## src/rtl/layer_compositor.sv

```systemverilog
// layer_compositor: LAYERS-stage alpha-blending pipeline with a single
// global-advance valid/ready handshake.
//
// Stage k blends foreground layer k over the result of stage k-1; stage 0
// blends layer 0 over the background. Each stage carries the fg/alpha/enable
// payload of the layers above it, so every stage only needs the pixel it was
// handed.
//
// Optional build macro: LAYER_COMPOSITOR_ROUND_EN
//   defined   -> blend rounds half up (adds 2^(AW-1) before the shift)
//   undefined -> blend truncates
//
// Ports:
//   clk_i          clock, rising edge
//   rst_i          synchronous active-high reset
//   s_valid_i      input pixel valid
//   s_ready_o      input pixel accepted when high with s_valid_i
//   s_de_i         display-enable sideband
//   s_bg_i         background pixel {R,G,B}
//   s_fg_i         foreground pixels, layer k in slice k (layer 0 at bottom)
//   s_alpha_i      per-layer alpha, slice k for layer k
//   s_layer_en_i   per-layer enable
//   m_valid_o      output pixel valid
//   m_ready_i      downstream ready
//   m_de_o         display-enable delayed with the pixel
//   m_rgb_o        composited pixel {R,G,B}, zero whenever m_de_o is low
module layer_compositor #(
   parameter int unsigned CW     = 4,
   parameter int unsigned AW     = 3,
   parameter int unsigned LAYERS = 2
) (
   input  logic                     clk_i,
   input  logic                     rst_i,
   input  logic                     s_valid_i,
   output logic                     s_ready_o,
   input  logic                     s_de_i,
   input  logic [3*CW-1:0]          s_bg_i,
   input  logic [LAYERS*3*CW-1:0]   s_fg_i,
   input  logic [LAYERS*AW-1:0]     s_alpha_i,
   input  logic [LAYERS-1:0]        s_layer_en_i,
   output logic                     m_valid_o,
   input  logic                     m_ready_i,
   output logic                     m_de_o,
   output logic [3*CW-1:0]          m_rgb_o
);

   localparam int unsigned PW   = 3 * CW;         // pixel width
   localparam int unsigned LW   = PW + AW + 1;    // per-layer payload {en, alpha, fg}
   localparam int unsigned BW   = CW + AW + 1;    // blend intermediate width
   localparam int unsigned WMAX = 1 << AW;        // full-scale weight
`ifdef LAYER_COMPOSITOR_ROUND_EN
   localparam int unsigned RND  = 1 << (AW - 1);
`else
   localparam int unsigned RND  = 0;
`endif

   // Per-channel blend: (fg*w + bg*(2^AW-w) + r) >> AW; cannot exceed 2^CW-1.
   function automatic logic [PW-1:0] blend_px(input logic [PW-1:0] fg,
                                              input logic [PW-1:0] bg,
                                              input logic [AW:0]   w);
      logic [PW-1:0] res;
      logic [BW-1:0] acc;
      res = '0;
      for (int c = 0; c < 3; c++) begin
         acc = BW'(fg[c*CW +: CW]) * BW'(w)
             + BW'(bg[c*CW +: CW]) * (BW'(WMAX) - BW'(w))
             + BW'(RND);
         res[c*CW +: CW] = CW'(acc >> AW);
      end
      return res;
   endfunction

   logic                   w_adv;
   logic [LAYERS*LW-1:0]   w_lay_in;

   // Whole pipeline moves together unless the output is held by the sink.
   assign w_adv     = !m_valid_o || m_ready_i;
   assign s_ready_o = w_adv;

   // Repack the input layers as {en, alpha, fg} records, layer 0 lowest.
   for (genvar l = 0; l < LAYERS; l++) begin : g_pack
      assign w_lay_in[l*LW +: LW] = {s_layer_en_i[l], s_alpha_i[l*AW +: AW], s_fg_i[l*PW +: PW]};
   end

   for (genvar k = 0; k < LAYERS; k++) begin : g_stage
      localparam int unsigned NIN = LAYERS - k;   // layers k..LAYERS-1 arrive here

      logic [NIN*LW-1:0] w_lay;
      logic [PW-1:0]     w_acc;
      logic              w_vin;
      logic              w_dein;
      logic [PW-1:0]     w_fg;
      logic [AW-1:0]     w_a;
      logic              w_en;
      logic [AW:0]       w_w;
      logic [PW-1:0]     w_res;
      logic [PW-1:0]     w_out;

      logic              r_valid;
      logic              r_de;
      logic [PW-1:0]     r_rgb;

      if (k == 0) begin : g_src
         assign w_lay  = w_lay_in;
         assign w_acc  = s_bg_i;
         assign w_vin  = s_valid_i;
         assign w_dein = s_de_i;
      end else begin : g_src
         assign w_lay  = g_stage[k-1].g_up.r_up;
         assign w_acc  = g_stage[k-1].r_rgb;
         assign w_vin  = g_stage[k-1].r_valid;
         assign w_dein = g_stage[k-1].r_de;
      end

      assign w_fg = w_lay[PW-1:0];
      assign w_a  = w_lay[PW +: AW];
      assign w_en = w_lay[PW + AW];

      // Top alpha code maps to full weight so that layer is passed exactly.
      assign w_w   = (w_a == {AW{1'b1}}) ? (AW+1)'(WMAX) : {1'b0, w_a};
      assign w_res = w_en ? blend_px(w_fg, w_acc, w_w) : w_acc;
      // Blanked pixels and bubbles carry black.
      assign w_out = (w_vin && w_dein) ? w_res : '0;

      // Stage result register.
      always_ff @(posedge clk_i) begin
         if (rst_i) begin
            r_valid <= 1'b0;
            r_de    <= 1'b0;
            r_rgb   <= '0;
         end else if (w_adv) begin
            r_valid <= w_vin;
            r_de    <= w_vin & w_dein;
            r_rgb   <= w_out;
         end
      end

      // Payload of the layers still to be blended by later stages.
      if (k < LAYERS - 1) begin : g_up
         logic [(NIN-1)*LW-1:0] r_up;
         always_ff @(posedge clk_i) begin
            if (rst_i) begin
               r_up <= '0;
            end else if (w_adv) begin
               r_up <= w_lay[NIN*LW-1:LW];
            end
         end
      end
   end

   assign m_valid_o = g_stage[LAYERS-1].r_valid;
   assign m_de_o    = g_stage[LAYERS-1].r_de;
   assign m_rgb_o   = g_stage[LAYERS-1].r_rgb;

endmodule

```

## config.mk

```make
export PLATFORM = sky130hd
export DESIGN_NAME = layer_compositor
export DESIGN_NICKNAME = d
export VERILOG_FILES = /design/src/rtl/layer_compositor.sv
export SDC_FILE = /design/constraint.sdc
export NUM_CORES = 1
export LEC_CHECK = 0
export ABC_CLOCK_PERIOD_IN_PS = 6300
export CAP_MARGIN = 20
export CORE_ASPECT_RATIO = 0.9
export CORE_MARGIN = 10
export CORE_UTILIZATION = 40
export DETAILED_ROUTE_END_ITERATION = 10
export MAX_ROUTING_LAYER = met4
export PLACE_DENSITY_LB_ADDON = 0.15
export SYNTH_ARGS = -nofsm -noshare
export SYNTH_HDL_FRONTEND = slang
export SYNTH_SLANG_ARGS = --single-unit
```

## constraint.sdc

```tcl
create_clock -name clk_i -period 6.3 [get_ports clk_i]
set_input_delay 0.63 -clock clk_i [delete_from_list [all_inputs] [get_ports clk_i]]
set_output_delay 0.63 -clock clk_i [all_outputs]
set_load 0.03 [all_outputs]
```

== Word level (Yosys, flattened, before mapping) ==
Cells that the tools add are included.
Operators by class
  div/mod/pow operators: 0
  $add $sub $neg: 8
  bitwise gates (word level): 2
  magnitude comparators: 0
  reductions and logical operators: 4
  multiplexer cells: 6
  equal/unequal tests: 2
  multiply operators: 12
  shifts and indexed selects: 0
Operator list (number)
  $mux 12: 4
  $add 7x7->7: 6
  $mul 4x4->7: 6
  $mul 4x8->7: 4
  $mul 5x5->7: 2
  $sub 4x4->5 const A: 2
  $mux 4: 2
  $eq 3x3->1 const B: 2
  $and 1x1->1: 2
  $logic_and 1x1->1: 2
  $logic_not 1->1: 1
  $logic_or 1x1->1: 1
Word-level totals
  word-level logic and storage cells: 41
  ROM bits: 0
  flip-flop bits (word level): 44
  bits in latches: 0
  memory bits (writable): 0
  memories kept: 0
  output and inout port bits: 15

== Longest topological paths before layout ==
Gate-level depths: netlist of the first run.
  depth after elaboration: 7
  depth in mapped cells: 25
  depth with buffers taken out: 21

== Least setup slack after synthesis of the first run ==
Ideal clock, no wire load.
  path type: input -> register
  start: input s_alpha_i[1]
  end: register g_stage[0].r_rgb[11]
  stages on the path: 24
  buffers on the path: 4
  path slack: 0.053 ns
  arrival: 6.133 ns
  cell sequence: buf_2 a21boi_0 clkbuf_1 clkbuf_1 inv_1 ha_1 xnor2_1 clkbuf_1 nand2_1 fa_1 fa_1 inv_1 fa_1 fa_1 inv_1 fa_1 inv_1 ha_1 a21o_1 a21oi_1 xnor2_1 xnor2_1 a21oi_1 a21o_1
On the way
  word-level cells in the longest chain between the ends: 7
Ends and longest elaborated chain
  from (decl): line 39  | input logic [LAYERS*AW-1:0] s_alpha_i,
  $eq 3x3->1: line 120  | assign w_w = (w_a == {AW{1'b1}}) ? (AW+1)'(WMAX) : {1'b0, w_a};
  $mux 4 (*): line 120
  $sub 4x4->5: line 66  | + BW'(bg[c*CW +: CW]) * (BW'(WMAX) - BW'(w))
  $mul 5x5->7: line 66
  $add 7x7->7 (*): line 66
  $mux 12 (*): line 121  | assign w_res = w_en ? blend_px(w_fg, w_acc, w_w) : w_acc;
  $mux 12 (*): line 123  | assign w_out = (w_vin && w_dein) ? w_res : '0;
  to (signal assigned): line 134  | r_rgb <= w_out;
  to (decl): line 101  | logic [PW-1:0] r_rgb;
Mark *: on every way between the ends. The rest lies on a longest branch, timed or not.
A chain may end at the register's enable or synchronous reset.

== Final worst setup path of the first run ==
  start: input s_alpha_i[0]
  end: register g_stage[0].r_rgb[3]
On the way
  word-level cells in the longest chain between the ends: 7
Ends and longest elaborated chain (line)
  $eq 3x3->1: 120
  $mux 4 (*): 120
  $sub 4x4->5: 66
  $mul 4x8->7: 66
  $add 7x7->7 (*): 66
  $mux 12 (*): 121
  $mux 12 (*): 123
Marks and branches as above.

==> out/metrics.csv, run 1 <==
stage,metric,value,unit
finish,post-layout util,46.9,%
drt,DR WL/cell,15.3,um
clocking,CTS tree,built,
power,Max IR drop VDD,0.135,mV
synth,Yosys cell types,38,
clocking,H-tree levels,2,
finish,fillcell total,1882,
clocking,worst skew pair latency,0.28,ns
synth,Syn Area/Cell,8.57,um2
sta,Final Max Tran Viols,0,
setup_path,Crit path top cell by count,fa_1,
synth,Post-synth ARST share,0,%
synth,Syn Inst Count,890,
clocking,setup bufs post-CTS,0,
setup_path,crit-path max FO,8,
worst_hold_path,endpoint of the worst hold path,m_de_o$_SDFFE_PP0P_,
clocking,"Reg clk slew, reported paths",0.07,ns
drt,drt pass-1 iters,4,
synth,top_reg_cell synth,dfxtp_1,
synth,#FFs+latches synth,44,
sta,f_max,170,MHz
sta,final setup violation count,0,
power,PwrDens,155,nW/um2
die,Initial Util,41.1,%
worst_hold_path,Worst Hold Depth,2,
setup_path,"Req. time, crit path",6.53,ns
sta,Slew HR,49.1,%
clocking,# hold bufs at CTS,0,
setup_path,R2R Path End,m_rgb_o[11]$_SDFFE_PP0P_,
sta,Worst Tran Pin Value,0.762,ns
global_route,largest net degree at the start of global routing,42,
drt,DRC errors left,0,
power,logic gate share of total power,55.8,%
finish,final layout net count,1182,
finish,storage element area,881,um2
worst_hold_path,worst hold start,m_de_o$_SDFFE_PP0P_,
placement,port bufs,63,
power,Clock power frac,20.4,%
clocking,Root Driver,clkbuf_16,
setup_path,Worst setup EP type,register,
global_route,initial antenna violation count,0,
die,Row Count,47,
synth,sequential area share after synthesis,11.5,%
drt,Routed WL,18200,um
finish,ANT cells,0,
finish,area grow syn2layout,14.2,%
sta,final period utilization,93.5,%
power,Pint,0.000797,W
finish,multi-input logic area,6010,um2
global_route,grt ovf,0,
drt,Final ANT Viol Nets,0,
power,Leak Pwr,4.19,nW
placement,DP HPWL,15100,um
clocking,CTS Sinks,44,
global_route,total global routing track utilization,15.8,%
sta,Final Hold Fails,0,
finish,share of cells above drive strength 1,3.72,%
synth,mapped cell area,7630,um2
setup_path,FF-to-FF path depth,21,
global_route,first-pass GRT wire length,31300,um
setup_path,flop-to-flop setup slack,0.89,ns
setup_path,crit-path max cell delay,0.56,ns
drt,routed via count,5719,
synth,Synth Net Count,1131,
worst_hold_path,Tightest Hold Check Type,reg2reg,
power,sequential share of power,23.8,%
setup_path,slowest CP cell,fa_1,
die,Die X,166,um
sta,minimum clock period,5.89,ns
run,MaxCap Viol Count,0,
synth,top cell type's share of synthesized area,29.9,%
setup_path,Setup Crit Path Kind,in2reg,
synth,number of synthesized flops with an enable pin,0,
placement,GP Congestion,0.844,
die,IO Pins,64,
die,CORE AREA,18600,um2
clocking,# resized after CTS,0,
setup_path,worst-path cell chain,"clkdlybuf4s50_1, a21boi_1, inv_1, ha_1, xnor2_1, buf_4, nand2_1, fa_1, fa_1, inv_1, fa_1, inv_1, fa_1, inv_1, fa_1, a21o_1, a21oi_1, xnor2_1, xnor3_1, nor4_1, nand3b_1",
clocking,TritonCTS Buffers,5,
clocking,Max clock buf depth,2,
power,sw frac,40.9,%
drt,1st-iter DRT viols,240,
sta,RSZ-0062 raised after global routing,false,
global_route,vias in the first global route,6073,
synth,Yosys top cell by area,fa_1,
setup_path,startpoint type of the worst setup path,input pin,
setup_path,CP arrival,6.12,ns
synth,synth warn,0,
power,total power,0.00135,W
status,outcome,finished clean,
die,die area,25000,um2
drt,drt via density,4.82,
sta,Setup TNS,0,ns
sta,clock skew,0.00345,ns
die,Die Y,151,um
synth,Area contributors post-synth,"fa_1 30%, ha_1 13%, dfxtp_1 12%, and2_1 8.4%, inv_1 7.8%",
setup_path,reg2reg start,g_stage[0].g_up.r_up[13]$_SDFFE_PP0P_,
power,sw power,0.000552,W
## cell families (layout without fill, tap and decap cells)
group           after synthesis  in the layout  share of synthesized area (%)
simple gates                297            297                           20.0
buf+inv                     196            248                           9.81
fa+ha+maj                   192            192                           42.7
compound gates               94             94                           7.40
xor+xnor                     59             59                           7.49
flops                        44             44                           11.5
mux                           8              8                           1.05
## final cells by class
| type | count | area share, % |
|---|---|---|
| sequential | 44 | 10.1 |
| multi-input combinational | 650 | 69.0 |
| timing repair buffer | 81 | 8.79 |
| clock inverter | 2 | 0.158 |
| clock buffer | 6 | 1.59 |
| inverter | 159 | 6.85 |
| tap | 245 | 3.52 |
## sequential cells by signal, indices dropped and copies added (netlist names)
name	count
g_stage.g_up.r_up	16
g_stage.r_de	1
g_stage.r_rgb	12
g_stage.r_valid	1
m_de_o	1
m_rgb_o	12
m_valid_o	1
## synth_stat cells, types with 3 or more instances
cell type    n
xnor2_1     45
a21oi_1     48
mux2i_1      8
ha_1        78
a21o_1      12
or3_1        6
nor2_1      42
and3_1      20
and2_2       3
o21ai_0     10
and2_1     102
buf_2        7
fa_1       114
a21boi_0     4
and4_1       4
a22oi_1     11
a32oi_1      4
dfxtp_1     44
o22ai_1      3
xnor3_1      4
inv_1      159
nand3_1     11
nor2b_1      6
clkbuf_1    28
nand2_1     93
xor2_1      10
## power by group through the flow
stage          Sequential (W)  Combinational (W)  Clock, W
2_1_floorplan        0.000313           0.000580         0
3_3_place_gp         0.000329           0.000757         0
3_5_place_dp         0.000328           0.000764         0
4_1_cts              0.000322           0.000769  0.000284
5_1_grt              0.000325           0.000891  0.000293
6_report             0.000321           0.000753  0.000275
## metal layers
layer	global-route usage, %	vias to the layer above	routed length (um)
met5	-	-	0
met4	2.19	0	121
met3	1.06	8	484
met2	24.8	75	8500
met1	22.5	2776	9070
li1	-	2860	-
## stage by stage
stage / setup WS (ns) / area (um2) / cells / hold slack [ns]
global route: 0.00118 / 8710 / 1187 / 0.496
floorplan: 0.0529 / 7630 / 890 / 0.446
finish: 0.408 / 8710 / 1187 / 0.458
detailed placement: 0.105 / 8560 / 1179 / 0.451
global placement: 0.200 / 8560 / 1179 / 0.445
CTS: 0.395 / 8710 / 1187 / 0.460
## cells in the final DEF, fill, tap and decap left out, types with 3 or more instances in the layout
cell type	Yosys	layout
nand3_1	11	11
nor2_1	42	42
ha_1	78	78
nand2_1	93	93
clkbuf_16	0	5
inv_1	159	159
a21o_1	12	12
mux2i_1	8	8
o21ai_0	10	10
and4_1	4	4
a32oi_1	4	4
o22ai_1	3	3
fa_1	114	114
clkdlybuf4s50_1	0	63
and2_1	102	102
a22oi_1	11	11
and2_2	3	3
xnor2_1	45	45
xor2_1	10	10
and3_1	20	20
nor2b_1	6	5
dfxtp_1	44	44
buf_4	1	18
xnor3_1	4	4
or3_1	6	6
a21oi_1	48	48
## worst max-delay path by stage
stage | start | to | slack [ns] | depth (start not counted)
finish | s_alpha_i[0] | g_stage[0].r_rgb[3]$_SDFFE_PP0P_ | 0.41 | 21
global route | s_alpha_i[0] | g_stage[0].r_rgb[3]$_SDFFE_PP0P_ | 0.001 | 21
CTS | s_alpha_i[0] | g_stage[0].r_rgb[3]$_SDFFE_PP0P_ | 0.40 | 21
detailed placement | s_alpha_i[0] | g_stage[0].r_rgb[3]$_SDFFE_PP0P_ | 0.11 | 21
global placement | s_alpha_i[0] | g_stage[0].r_rgb[3]$_SDFFE_PP0P_ | 0.20 | 21
floorplan | s_alpha_i[1] | g_stage[0].r_rgb[11]$_SDFFE_PP0P_ | 0.05 | 24
## worst max-delay path: cells and delay by family
| family | cells | cell delay [ns] |
|---|---|---|
| xor gates and xnor gates | 3 | 0.67 |
| AOI/OAI and AO/OA | 3 | 0.57 |
| buffers and inverters | 6 | 1.02 |
| and+or+nand+nor | 3 | 0.43 |
| adders and majority gates | 6 | 2.79 |
Power figures use the tool's default switching activity.
==> inputs of run 2 (changes only) <==
--- a/config.mk
+++ b/config.mk
@@ -8,9 +8,9 @@
 export ABC_CLOCK_PERIOD_IN_PS = 6300
 export CAP_MARGIN = 20
 export CORE_ASPECT_RATIO = 0.9
-export CORE_MARGIN = 10
 export CORE_UTILIZATION = 40
 export DETAILED_ROUTE_END_ITERATION = 10
+export GPL_ROUTABILITY_DRIVEN = 0
 export MAX_ROUTING_LAYER = met4
 export PLACE_DENSITY_LB_ADDON = 0.15
 export SYNTH_ARGS = -nofsm -noshare
==> run 2 against run 1 <==
Compared with the run above:
- final area decreased by 0.26%
- sequential cell count unchanged
- clock power decreased by 5%
- critical path type unchanged
- sequential share of layout area about the same
- final cell count decreased by 0.17%
- first-iteration DRC count decreased by 3.3%
- critical endpoint unchanged
==> out/metrics.csv, run 2 (synthesized netlist as in run 1, its figures left out) <==
stage,metric,value,unit
sta,final setup violation count,0,
sta,Setup TNS,0,ns
die,die area,19600,um2
finish,max FFs per register,16,
clocking,H-tree levels,2,
die,Row Count,47,
placement,DP HPWL,14600,um
worst_hold_path,worst hold start,m_de_o$_SDFFE_PP0P_,
clocking,setup bufs post-CTS,0,
drt,DRC errors left,0,
sta,WHS,0.453,ns
drt,drt pass-1 iters,4,
power,Leak Pwr,4.17,nW
clocking,# resized after CTS,0,
sta,final period utilization,93.4,%
clocking,"Reg clk slew, reported paths",0.06,ns
setup_path,CP arrival,6.11,ns
die,CORE AREA,18500,um2
die,Die Y,133,um
finish,area grow syn2layout,13.9,%
clocking,TritonCTS Buffers,5,
finish,final layout net count,1181,
global_route,initial antenna violation count,0,
clocking,Root Driver,clkbuf_16,
placement,Place WS,0.0997,ns
finish,most frequent cells in the layout,"159 x inv_1, 114 x fa_1, 102 x and2_1",
clocking,worst skew pair latency,0.29,ns
global_route,first-pass GRT wire length,30700,um
placement,port bufs,63,
finish,ANT cells,0,
sta,Final Hold Fails,0,
sta,Final Max Tran Viols,0,
drt,Routed WL,18000,um
run,MaxCap Viol Count,0,
setup_path,crit-path max FO,8,
setup_path,Worst setup EP type,register,
drt,DR WL/cell,15.2,um
sta,slack of the critical path,0.415,ns
drt,Final ANT Viol Nets,0,
finish,share of cells above drive strength 1,3.51,%
global_route,vias in the first global route,5870,
global_route,grt ovf,0,
clocking,# hold bufs at CTS,0,
setup_path,flop-to-flop setup slack,0.88,ns
setup_path,Setup Crit Path Kind,in2reg,
finish,most common library cell in the layout ignoring fill and taps,inv_1,
sta,RSZ-0062 raised after global routing,false,
sta,Slew HR,33.6,%
status,outcome,finished clean,
sta,minimum clock period,5.89,ns
clocking,CTS tree,built,
sta,Worst Tran Pin Value,0.993,ns
finish,Biggest register,g_stage.g_up.r_up,
sta,clock skew,0.00803,ns
power,Max IR drop VDD,0.0775,mV
sta,f_max,170,MHz
worst_hold_path,Tightest Hold Check Type,reg2reg,
die,IO Pins,64,
setup_path,FF-to-FF path depth,20,
drt,1st-iter DRT viols,232,
drt,routed via count,5747,
clocking,CTS Sinks,44,
clocking,Max clock buf depth,2,
setup_path,startpoint type of the worst setup path,input pin,
worst_hold_path,Worst Hold Depth,2,
setup_path,R2R Path End,m_rgb_o[3]$_SDFFE_PP0P_,
worst_hold_path,endpoint of the worst hold path,m_de_o$_SDFFE_PP0P_,
die,Die X,148,um
die,Initial Util,41.2,%
power,PwrDens,154,nW/um2
global_route,largest net degree at the start of global routing,42,
global_route,total global routing track utilization,20.4,%
power,total power,0.00134,W
setup_path,"Req. time, crit path",6.53,ns
drt,drt via density,4.85,
setup_path,reg2reg start,g_stage[0].g_up.r_up[13]$_SDFFE_PP0P_,
[run 2: cell types whose count changed in the layout (fill, tap and decap cells not counted)]
| cell | change |
|---|---|
| buf_4 | -1 |
| clkbuf_8 | -1 |
| inv_6 | -1 |
| clkinvlp_4 | +1 |
[run 2: worst max-delay path by stage]
stage,startpoint,endpoint,depth (start not counted)
global route,s_alpha_i[0],g_stage[0].r_rgb[3]$_SDFFE_PP0P_,21
finish,s_alpha_i[0],g_stage[0].r_rgb[3]$_SDFFE_PP0P_,21
global placement,s_alpha_i[0],g_stage[0].r_rgb[3]$_SDFFE_PP0P_,21
detailed placement,s_alpha_i[0],g_stage[0].r_rgb[3]$_SDFFE_PP0P_,21
floorplan,s_alpha_i[1],g_stage[0].r_rgb[11]$_SDFFE_PP0P_,24
CTS,s_alpha_i[0],g_stage[0].r_rgb[3]$_SDFFE_PP0P_,21
[run 2: critical path, cell delays in order]
cell	delay (ns)
clkdlybuf4s50_1	0.55
a21boi_1	0.25
inv_1	0.10
ha_1	0.27
xnor2_1	0.26
buf_4	0.21
nand2_1	0.07
fa_1	0.47
fa_1	0.55
inv_1	0.06
fa_1	0.53
inv_1	0.05
fa_1	0.53
inv_1	0.07
fa_1	0.45
a21o_1	0.17
a21oi_1	0.16
xnor2_1	0.14
xnor3_1	0.25
nor4_1	0.20
nand3b_1	0.13
[run 2: final cells by class]
| cell class | instances | area (um2) |
|---|---|---|
| tap | 245 | 307 |
| clock buffer | 5 | 125 |
| fill | 1880 | 9840 |
| multi-input combinational | 650 | 6010 |
| sequential | 44 | 881 |
| inverter | 159 | 597 |
| timing repair buffer | 80 | 758 |
| clock inverter | 2 | 12.5 |
[run 2: power by group]
part | switching, W | total [W] | internal [W]
sequential | 0.0000307 | 0.000324 | 0.000293
combinational | 0.000408 | 0.000753 | 0.000345
clock | 0.000115 | 0.000260 | 0.000144
[run 2: layer usage]
layer	track usage (%)	share of wire [%]
met4	2.81	0.63
met5	-	0
met1	30.8	52
met3	1.28	3.0
met2	30.4	44
[run 2: through the flow]
stage	util, %	std cells	cell area, um2
after floorplan	-	890	7630
after CTS	46.9	1185	8690
after detailed placement	46.2	1178	8550
final	46.9	1185	8690
after global routing	46.9	1185	8690
after global placement	46.2	1178	8550
